**src/rtl/riscv_pkg.sv**
```systemverilog
// Shared RV32I control definitions: opcodes, FSM state encoding, datapath mux codes
// and the one-hot instruction class layout used by the control unit.
package riscv_pkg;

    localparam logic [6:0] OPC_OP     = 7'b0110011;
    localparam logic [6:0] OPC_OPIMM  = 7'b0010011;
    localparam logic [6:0] OPC_LOAD   = 7'b0000011;
    localparam logic [6:0] OPC_STORE  = 7'b0100011;
    localparam logic [6:0] OPC_BRANCH = 7'b1100011;
    localparam logic [6:0] OPC_LUI    = 7'b0110111;
    localparam logic [6:0] OPC_AUIPC  = 7'b0010111;
    localparam logic [6:0] OPC_JAL    = 7'b1101111;
    localparam logic [6:0] OPC_JALR   = 7'b1100111;

    typedef enum logic [2:0] {
        S_FETCH  = 3'd0,
        S_DECODE = 3'd1,
        S_EXEC   = 3'd2,
        S_MEM    = 3'd3,
        S_WB     = 3'd4,
        S_TRAP   = 3'd5
    } state_e;

    localparam logic [1:0] SRCA_RS1   = 2'b00;
    localparam logic [1:0] SRCA_PC    = 2'b01;
    localparam logic [1:0] SRCA_ZERO  = 2'b10;

    localparam logic [1:0] SRCB_RS2   = 2'b00;
    localparam logic [1:0] SRCB_IMM   = 2'b01;
    localparam logic [1:0] SRCB_FOUR  = 2'b10;

    localparam logic [1:0] ALUOP_ADD  = 2'b00;
    localparam logic [1:0] ALUOP_SUB  = 2'b01;
    localparam logic [1:0] ALUOP_FUNC = 2'b10;

    localparam logic [1:0] WB_ALU     = 2'b00;
    localparam logic [1:0] WB_MEM     = 2'b01;
    localparam logic [1:0] WB_PC4     = 2'b10;

    localparam logic [1:0] PCSRC_PC4  = 2'b00;
    localparam logic [1:0] PCSRC_ALU  = 2'b01;
    localparam logic [1:0] PCSRC_JALR = 2'b10;

    localparam int CLS_W       = 10;
    localparam int CLS_OP      = 0;
    localparam int CLS_OPIMM   = 1;
    localparam int CLS_LOAD    = 2;
    localparam int CLS_STORE   = 3;
    localparam int CLS_BRANCH  = 4;
    localparam int CLS_LUI     = 5;
    localparam int CLS_AUIPC   = 6;
    localparam int CLS_JAL     = 7;
    localparam int CLS_JALR    = 8;
    localparam int CLS_ILLEGAL = 9;

    typedef logic [CLS_W-1:0] instr_class_t;

endpackage

```
**src/rtl/instr_class_decoder.sv**
```systemverilog
// Combinational opcode classifier: maps IR[6:0] to a one-hot instruction class.
module instr_class_decoder
    import riscv_pkg::*;
(
    input  logic [6:0]   opcode_i,
    output instr_class_t class_o
);

    // One-hot class lookup; anything unrecognised lands in ILLEGAL.
    always_comb begin
        class_o = '0;
        case (opcode_i)
            OPC_OP:     class_o[CLS_OP]      = 1'b1;
            OPC_OPIMM:  class_o[CLS_OPIMM]   = 1'b1;
            OPC_LOAD:   class_o[CLS_LOAD]    = 1'b1;
            OPC_STORE:  class_o[CLS_STORE]   = 1'b1;
            OPC_BRANCH: class_o[CLS_BRANCH]  = 1'b1;
            OPC_LUI:    class_o[CLS_LUI]     = 1'b1;
            OPC_AUIPC:  class_o[CLS_AUIPC]   = 1'b1;
            OPC_JAL:    class_o[CLS_JAL]     = 1'b1;
            OPC_JALR:   class_o[CLS_JALR]    = 1'b1;
            default:    class_o[CLS_ILLEGAL] = 1'b1;
        endcase
    end

endmodule

```
**src/rtl/multicycle_control_unit.sv**
```systemverilog
// Multi-cycle RV32I control FSM: sequences fetch, decode, execute, memory and
// writeback over the shared datapath one instruction at a time.
module multicycle_control_unit
    import riscv_pkg::*;
#(
    parameter bit          TRAP_ON_ILLEGAL = 1'b1,
    parameter int unsigned MEM_WAIT_MAX    = 32'd0
) (
    input  logic       clk,
    input  logic       rst_n,
    input  logic [6:0] opcode,
    input  logic       br_taken,
    input  logic       mem_ready,
    output logic       mem_req,
    output logic       mem_we,
    output logic       addr_sel,
    output logic       ir_write,
    output logic       target_we,
    output logic [1:0] alu_src_a,
    output logic [1:0] alu_src_b,
    output logic [1:0] alu_op,
    output logic       reg_write,
    output logic [1:0] wb_sel,
    output logic       pc_write,
    output logic [1:0] pc_src,
    output logic       retired,
    output logic       trap
);

    localparam logic [15:0] WAIT_LIMIT = 16'(MEM_WAIT_MAX - 32'd1);

    state_e       state_q, state_d;
    instr_class_t class_q, class_d;
    instr_class_t cls_s;
    logic [15:0]  wait_q, wait_d;
    logic         waiting_s;
    logic         timeout_s;

    instr_class_decoder u_dec (
        .opcode_i (opcode),
        .class_o  (cls_s)
    );

    assign waiting_s = ((state_q == S_FETCH) || (state_q == S_MEM)) && !mem_ready;
    assign timeout_s = (MEM_WAIT_MAX != 32'd0) && waiting_s && (wait_q == WAIT_LIMIT);

    // State, latched class and wait counter registers.
    always_ff @(posedge clk or negedge rst_n) begin
        if (!rst_n) begin
            state_q <= S_FETCH;
            class_q <= '0;
            wait_q  <= 16'd0;
        end else begin
            state_q <= state_d;
            class_q <= class_d;
            wait_q  <= wait_d;
        end
    end

    // Class is captured once in DECODE so later states ignore the live opcode.
    always_comb begin
        class_d = class_q;
        if (state_q == S_DECODE) begin
            class_d = cls_s;
        end else begin
            class_d = class_q;
        end
    end

    // Consecutive stall counter; restarts on any handshake or state change.
    always_comb begin
        wait_d = 16'd0;
        if (waiting_s && (state_d == state_q)) begin
            if (wait_q != 16'hFFFF) begin
                wait_d = wait_q + 16'd1;
            end else begin
                wait_d = wait_q;
            end
        end else begin
            wait_d = 16'd0;
        end
    end

    // Next state and datapath controls; everything stays low while in reset.
    always_comb begin
        state_d   = state_q;
        mem_req   = 1'b0;
        mem_we    = 1'b0;
        addr_sel  = 1'b0;
        ir_write  = 1'b0;
        target_we = 1'b0;
        alu_src_a = SRCA_RS1;
        alu_src_b = SRCB_RS2;
        alu_op    = ALUOP_ADD;
        reg_write = 1'b0;
        wb_sel    = WB_ALU;
        pc_write  = 1'b0;
        pc_src    = PCSRC_PC4;
        retired   = 1'b0;
        trap      = 1'b0;
        if (rst_n) begin
            case (state_q)
                S_FETCH: begin
                    mem_req = 1'b1;
                    if (mem_ready) begin
                        ir_write = 1'b1;
                        state_d  = S_DECODE;
                    end else if (timeout_s) begin
                        state_d = S_TRAP;
                    end else begin
                        state_d = S_FETCH;
                    end
                end
                S_DECODE: begin
                    alu_src_a = SRCA_PC;
                    alu_src_b = SRCB_IMM;
                    target_we = 1'b1;
                    if (cls_s[CLS_ILLEGAL]) begin
                        if (TRAP_ON_ILLEGAL) begin
                            state_d = S_TRAP;
                        end else begin
                            pc_write = 1'b1;
                            retired  = 1'b1;
                            state_d  = S_FETCH;
                        end
                    end else if (cls_s[CLS_JAL]) begin
                        state_d = S_WB;
                    end else begin
                        state_d = S_EXEC;
                    end
                end
                S_EXEC: begin
                    target_we = 1'b1;
                    if (class_q[CLS_OP]) begin
                        alu_op  = ALUOP_FUNC;
                        state_d = S_WB;
                    end else if (class_q[CLS_OPIMM]) begin
                        alu_src_b = SRCB_IMM;
                        alu_op    = ALUOP_FUNC;
                        state_d   = S_WB;
                    end else if (class_q[CLS_LOAD] || class_q[CLS_STORE]) begin
                        alu_src_b = SRCB_IMM;
                        state_d   = S_MEM;
                    end else if (class_q[CLS_LUI]) begin
                        alu_src_a = SRCA_ZERO;
                        alu_src_b = SRCB_IMM;
                        state_d   = S_WB;
                    end else if (class_q[CLS_AUIPC]) begin
                        alu_src_a = SRCA_PC;
                        alu_src_b = SRCB_IMM;
                        state_d   = S_WB;
                    end else if (class_q[CLS_JALR]) begin
                        alu_src_b = SRCB_IMM;
                        state_d   = S_WB;
                    end else if (class_q[CLS_BRANCH]) begin
                        // Keep the DECODE-computed target in ALUOut for the taken path.
                        target_we = 1'b0;
                        alu_op    = ALUOP_SUB;
                        pc_write  = 1'b1;
                        pc_src    = br_taken ? PCSRC_ALU : PCSRC_PC4;
                        retired   = 1'b1;
                        state_d   = S_FETCH;
                    end else begin
                        target_we = 1'b0;
                        state_d   = S_TRAP;
                    end
                end
                S_MEM: begin
                    mem_req  = 1'b1;
                    addr_sel = 1'b1;
                    mem_we   = class_q[CLS_STORE];
                    if (mem_ready) begin
                        if (class_q[CLS_LOAD]) begin
                            state_d = S_WB;
                        end else if (class_q[CLS_STORE]) begin
                            pc_write = 1'b1;
                            retired  = 1'b1;
                            state_d  = S_FETCH;
                        end else begin
                            state_d = S_TRAP;
                        end
                    end else if (timeout_s) begin
                        state_d = S_TRAP;
                    end else begin
                        state_d = S_MEM;
                    end
                end
                S_WB: begin
                    reg_write = 1'b1;
                    pc_write  = 1'b1;
                    retired   = 1'b1;
                    if (class_q[CLS_LOAD]) begin
                        wb_sel = WB_MEM;
                    end else if (class_q[CLS_JAL] || class_q[CLS_JALR]) begin
                        wb_sel = WB_PC4;
                    end else begin
                        wb_sel = WB_ALU;
                    end
                    if (class_q[CLS_JAL]) begin
                        pc_src = PCSRC_ALU;
                    end else if (class_q[CLS_JALR]) begin
                        pc_src = PCSRC_JALR;
                    end else begin
                        pc_src = PCSRC_PC4;
                    end
                    state_d = S_FETCH;
                end
                S_TRAP: begin
                    trap    = 1'b1;
                    state_d = S_TRAP;
                end
                default: begin
                    state_d = S_TRAP;
                end
            endcase
        end else begin
            state_d = S_FETCH;
        end
    end

endmodule
```
**config.mk**
```make
export PLATFORM = sky130hd
export DESIGN_NAME = multicycle_control_unit
export DESIGN_NICKNAME = d
export VERILOG_FILES = /design/src/rtl/riscv_pkg.sv /design/src/rtl/instr_class_decoder.sv /design/src/rtl/multicycle_control_unit.sv
export SDC_FILE = /design/constraint.sdc
export NUM_CORES = 1
export LEC_CHECK = 0
export BUFFER_PORTS_ARGS = -buffer_cell sky130_fd_sc_hd__buf_4
export CORE_MARGIN = 2
export CORE_UTILIZATION = 51
export DETAILED_ROUTE_END_ITERATION = 10
export PLACE_DENSITY = 0.86
export SLEW_MARGIN = 0
export SYNTH_ARGS = -nofsm -noshare
export SYNTH_HDL_FRONTEND = slang
export SYNTH_HIERARCHICAL = 1
export SYNTH_SLANG_ARGS = --single-unit
export TNS_END_PERCENT = 5
```
**constraint.sdc**
```tcl
create_clock -name clk -period 2.6 [get_ports clk]
set_input_delay 0.78 -clock clk [delete_from_list [all_inputs] [get_ports clk]]
set_output_delay 0.78 -clock clk [all_outputs]
set_load 0.05 [all_outputs]
```
==> impl_metrics.env <==
export IMPL_status="finished, violations left"
export IMPL_violations="setup timing"
export IMPL_clock_skew_ns=0.00248
export IMPL_synth_fa_ha_area_share_pct=0
export IMPL_antenna_found_initial=0
export IMPL_layout_common_cells="buf_4, dfrtp_1, mux2_2"
export IMPL_final_setup_viol_count=4
export IMPL_synthFlopType="dfrtp_1"
export IMPL_wl_per_cell_um=15.5
export IMPL_fin_tns_setup_ns=-0.628
export IMPL_crit_path_end_kind="output port"
export IMPL_die_area_um2=2450
export IMPL_netlist_area_um2=1060
export IMPL_synthDistinctLibCells=51
export IMPL_grt_max_degree=15
export IMPL_syn_avg_cell_area_um2=9.03
export IMPL_clkTransAtPathRegs_ns=0.07
export IMPL_drtIter0Drc=21
export IMPL_cp_data_arrival_time_ns=1.99
export IMPL_synth_top_family_by_area="simple AND/OR/NAND/NOR gates"
export IMPL_setup_ws_ns=-0.172
export IMPL_ys_ff_latch=12
export IMPL_postCtsHoldBufs=0
export IMPL_synth_warnings=6
export IMPL_synth_edf_count=0
export IMPL_cts_buffers=3
export IMPL_synth_xor_xnor_area_share_pct=0
export IMPL_wl_mm=2.80
export IMPL_synth_compound_area_share_pct=14.5
export IMPL_cts_htree_levels=1
export IMPL_core_um2=1960
export IMPL_grt_overflow=0
export IMPL_io_buffers=28
export IMPL_finish_utilization_pct=75.1
export IMPL_placed_area_um2=1380
export IMPL_synth_fp_nets=128
export IMPL_drc=0
export IMPL_regToRegSetupSlack_ns=0.90
export IMPL_n_antenna_cell=0
export IMPL_period_needed_ns=2.77
export IMPL_async_reset_ff_share_pct=100
export IMPL_grt_use_total_pct=24.0
export IMPL_via_count=1077
export IMPL_die_h_um=49.5
export IMPL_synthMuxAreaShare_pct=9.60
export IMPL_drv_slew=0
export IMPL_synth_simple_gate_area_share_pct=41.7
export IMPL_firstDrtPassIters=4
export IMPL_hold_viol_final=0
export IMPL_ys_seq_area_share_pct=28.4
export IMPL_drtAntennaViolNets=0
export IMPL_layout_commonest_cell="buf_4"
export IMPL_cap_violations=0
export IMPL_cts_sinks=12
export IMPL_final_area_um2=1470
export IMPL_syn_inst=117
export IMPL_fillers=159
export IMPL_vdd_drop_max_uv=311
export IMPL_p_leak_nw=0.650
export IMPL_vias_per_cell=5.95
export IMPL_cts_tree="done"
export IMPL_syn2layout_area_growth_pct=39.6
export IMPL_crit_path_start_kind="register"
export IMPL_die_width_um=49.5
export IMPL_max_freq_mhz=361
export IMPL_ctsRootBufferMaster="clkbuf_4"
export IMPL_nets=166
export IMPL_std_cell_rows=16
export IMPL_grt_pass1_wl_mm=4.39
export IMPL_dpl_hpwl_mm=2.05
export IMPL_drive_gt1_share_pct=53.2
export IMPL_clock_path_buffers=2
export IMPL_critPathKind="register to output port"
export IMPL_post_route_period_util_pct=107
export IMPL_hold_path_class="input port to async pin"
export IMPL_worstPathRequired_ns=1.82
export IMPL_routabilityCongestion=0.895
export IMPL_critical_path_max_fanout=4
export IMPL_initial_utilization_pct=53.8
export IMPL_clk_insertion_delay_late_ns=0.28
export IMPL_grt_setup_unrepaired="yes"
export IMPL_power_uw=526
export IMPL_power_density_nw_per_um2=357
export IMPL_grt_pass1_vias=1040
export IMPL_pin_count=30
==> stage by stage <==
stage / hold WS (ns) / setup WS (ns) / cells
finish: 0.420 / -0.172 / 181
global route: 0.424 / -0.210 / 181
CTS: 0.408 / -0.177 / 179
floorplan: 0.484 / -0.186 / 117
global placement: 0.542 / 0.00896 / 172
detailed placement: 0.551 / -0.0344 / 172
==> cell usage after synthesis (all sizes together) (5+ instances only) <==
master,n,area share (%)
clkbuf,5,1.8
dfrtp,12,28
mux2,9,9.6
nand2,5,2.0
nor2,7,2.5
nor3,7,4.4
o21ai,5,2.7
==> cell families after synthesis <==
logic type | count (synthesis)
multiplexers | 9
AND/OR/NAND/NOR | 62
buffers and inverters | 12
other | 1
AO/OA/AOI/OAI | 21
flip-flops | 12
==> critical path: stages (launching register included) <==
cell and delay [ns]:
dfrtp_1 0.38, or3_4 0.41, or4b_4 0.58, o22ai_4 0.15, buf_6 0.18
==> flip-flops by register name (all words and copies together) (netlist names) <==
signal	cells
class_q	9
state_q	3
==> worst paths after layout <==
| kind | cells past startpoint | end | startpoint |
|---|---|---|---|
| worst max-delay path | 4 | pc_write | class_q[8]$_DFFE_PN0N_ |
| min in group clk | 1 | class_q[6]$_DFFE_PN0N_ | class_q[6]$_DFFE_PN0N_ |
| max in group asynchronous | 3 | class_q[4]$_DFFE_PN0N_ | rst_n |
| worst min register to register | 1 | class_q[6]$_DFFE_PN0N_ | class_q[6]$_DFFE_PN0N_ |
| worst min-delay path | 2 | state_q[0]$_DFF_PN0_ | rst_n |
| worst max register to register | 5 | state_q[0]$_DFF_PN0_ | class_q[5]$_DFFE_PN0N_ |
==> layer usage <==
metal,GRT usage [%],vias up,part of all wire (%)
met4,17.6,0,2.9
met5,0,-,0
met1,25.2,521,41
li1,-,511,-
met2,42.3,39,52
met3,4.55,6,4.3
==> timing repair <==
action,in CTS,in global routing
hold endpoints to repair,0,0
setup endpoints to repair,4,8
gates resized for setup,4,2
pin swaps,4,3
buffers inserted,3,2
==> final cells by class <==
cell class	instances	area (um2)	share of cell area [%]
well taps	27	33.8	2.29
multi-input cells	93	758	51.4
repair buffers	42	330	22.4
flip-flops and latches	12	300	20.4
inverters	3	15.0	1.02
clock buffers	4	36.3	2.46
==> report_power, final <==
| group | leakage [nW] | total [mW] | switching (mW) | internal, mW |
|---|---|---|---|---|
| combinational | 0.463 | 0.174 | 0.104 | 0.0705 |
| sequential | 0.166 | 0.202 | 0.00961 | 0.192 |
| clock | 0.0210 | 0.150 | 0.0643 | 0.0853 |
| total | 0.650 | 0.526 | 0.177 | 0.348 |
No activity file was read; power rests on OpenSTA's default activity.
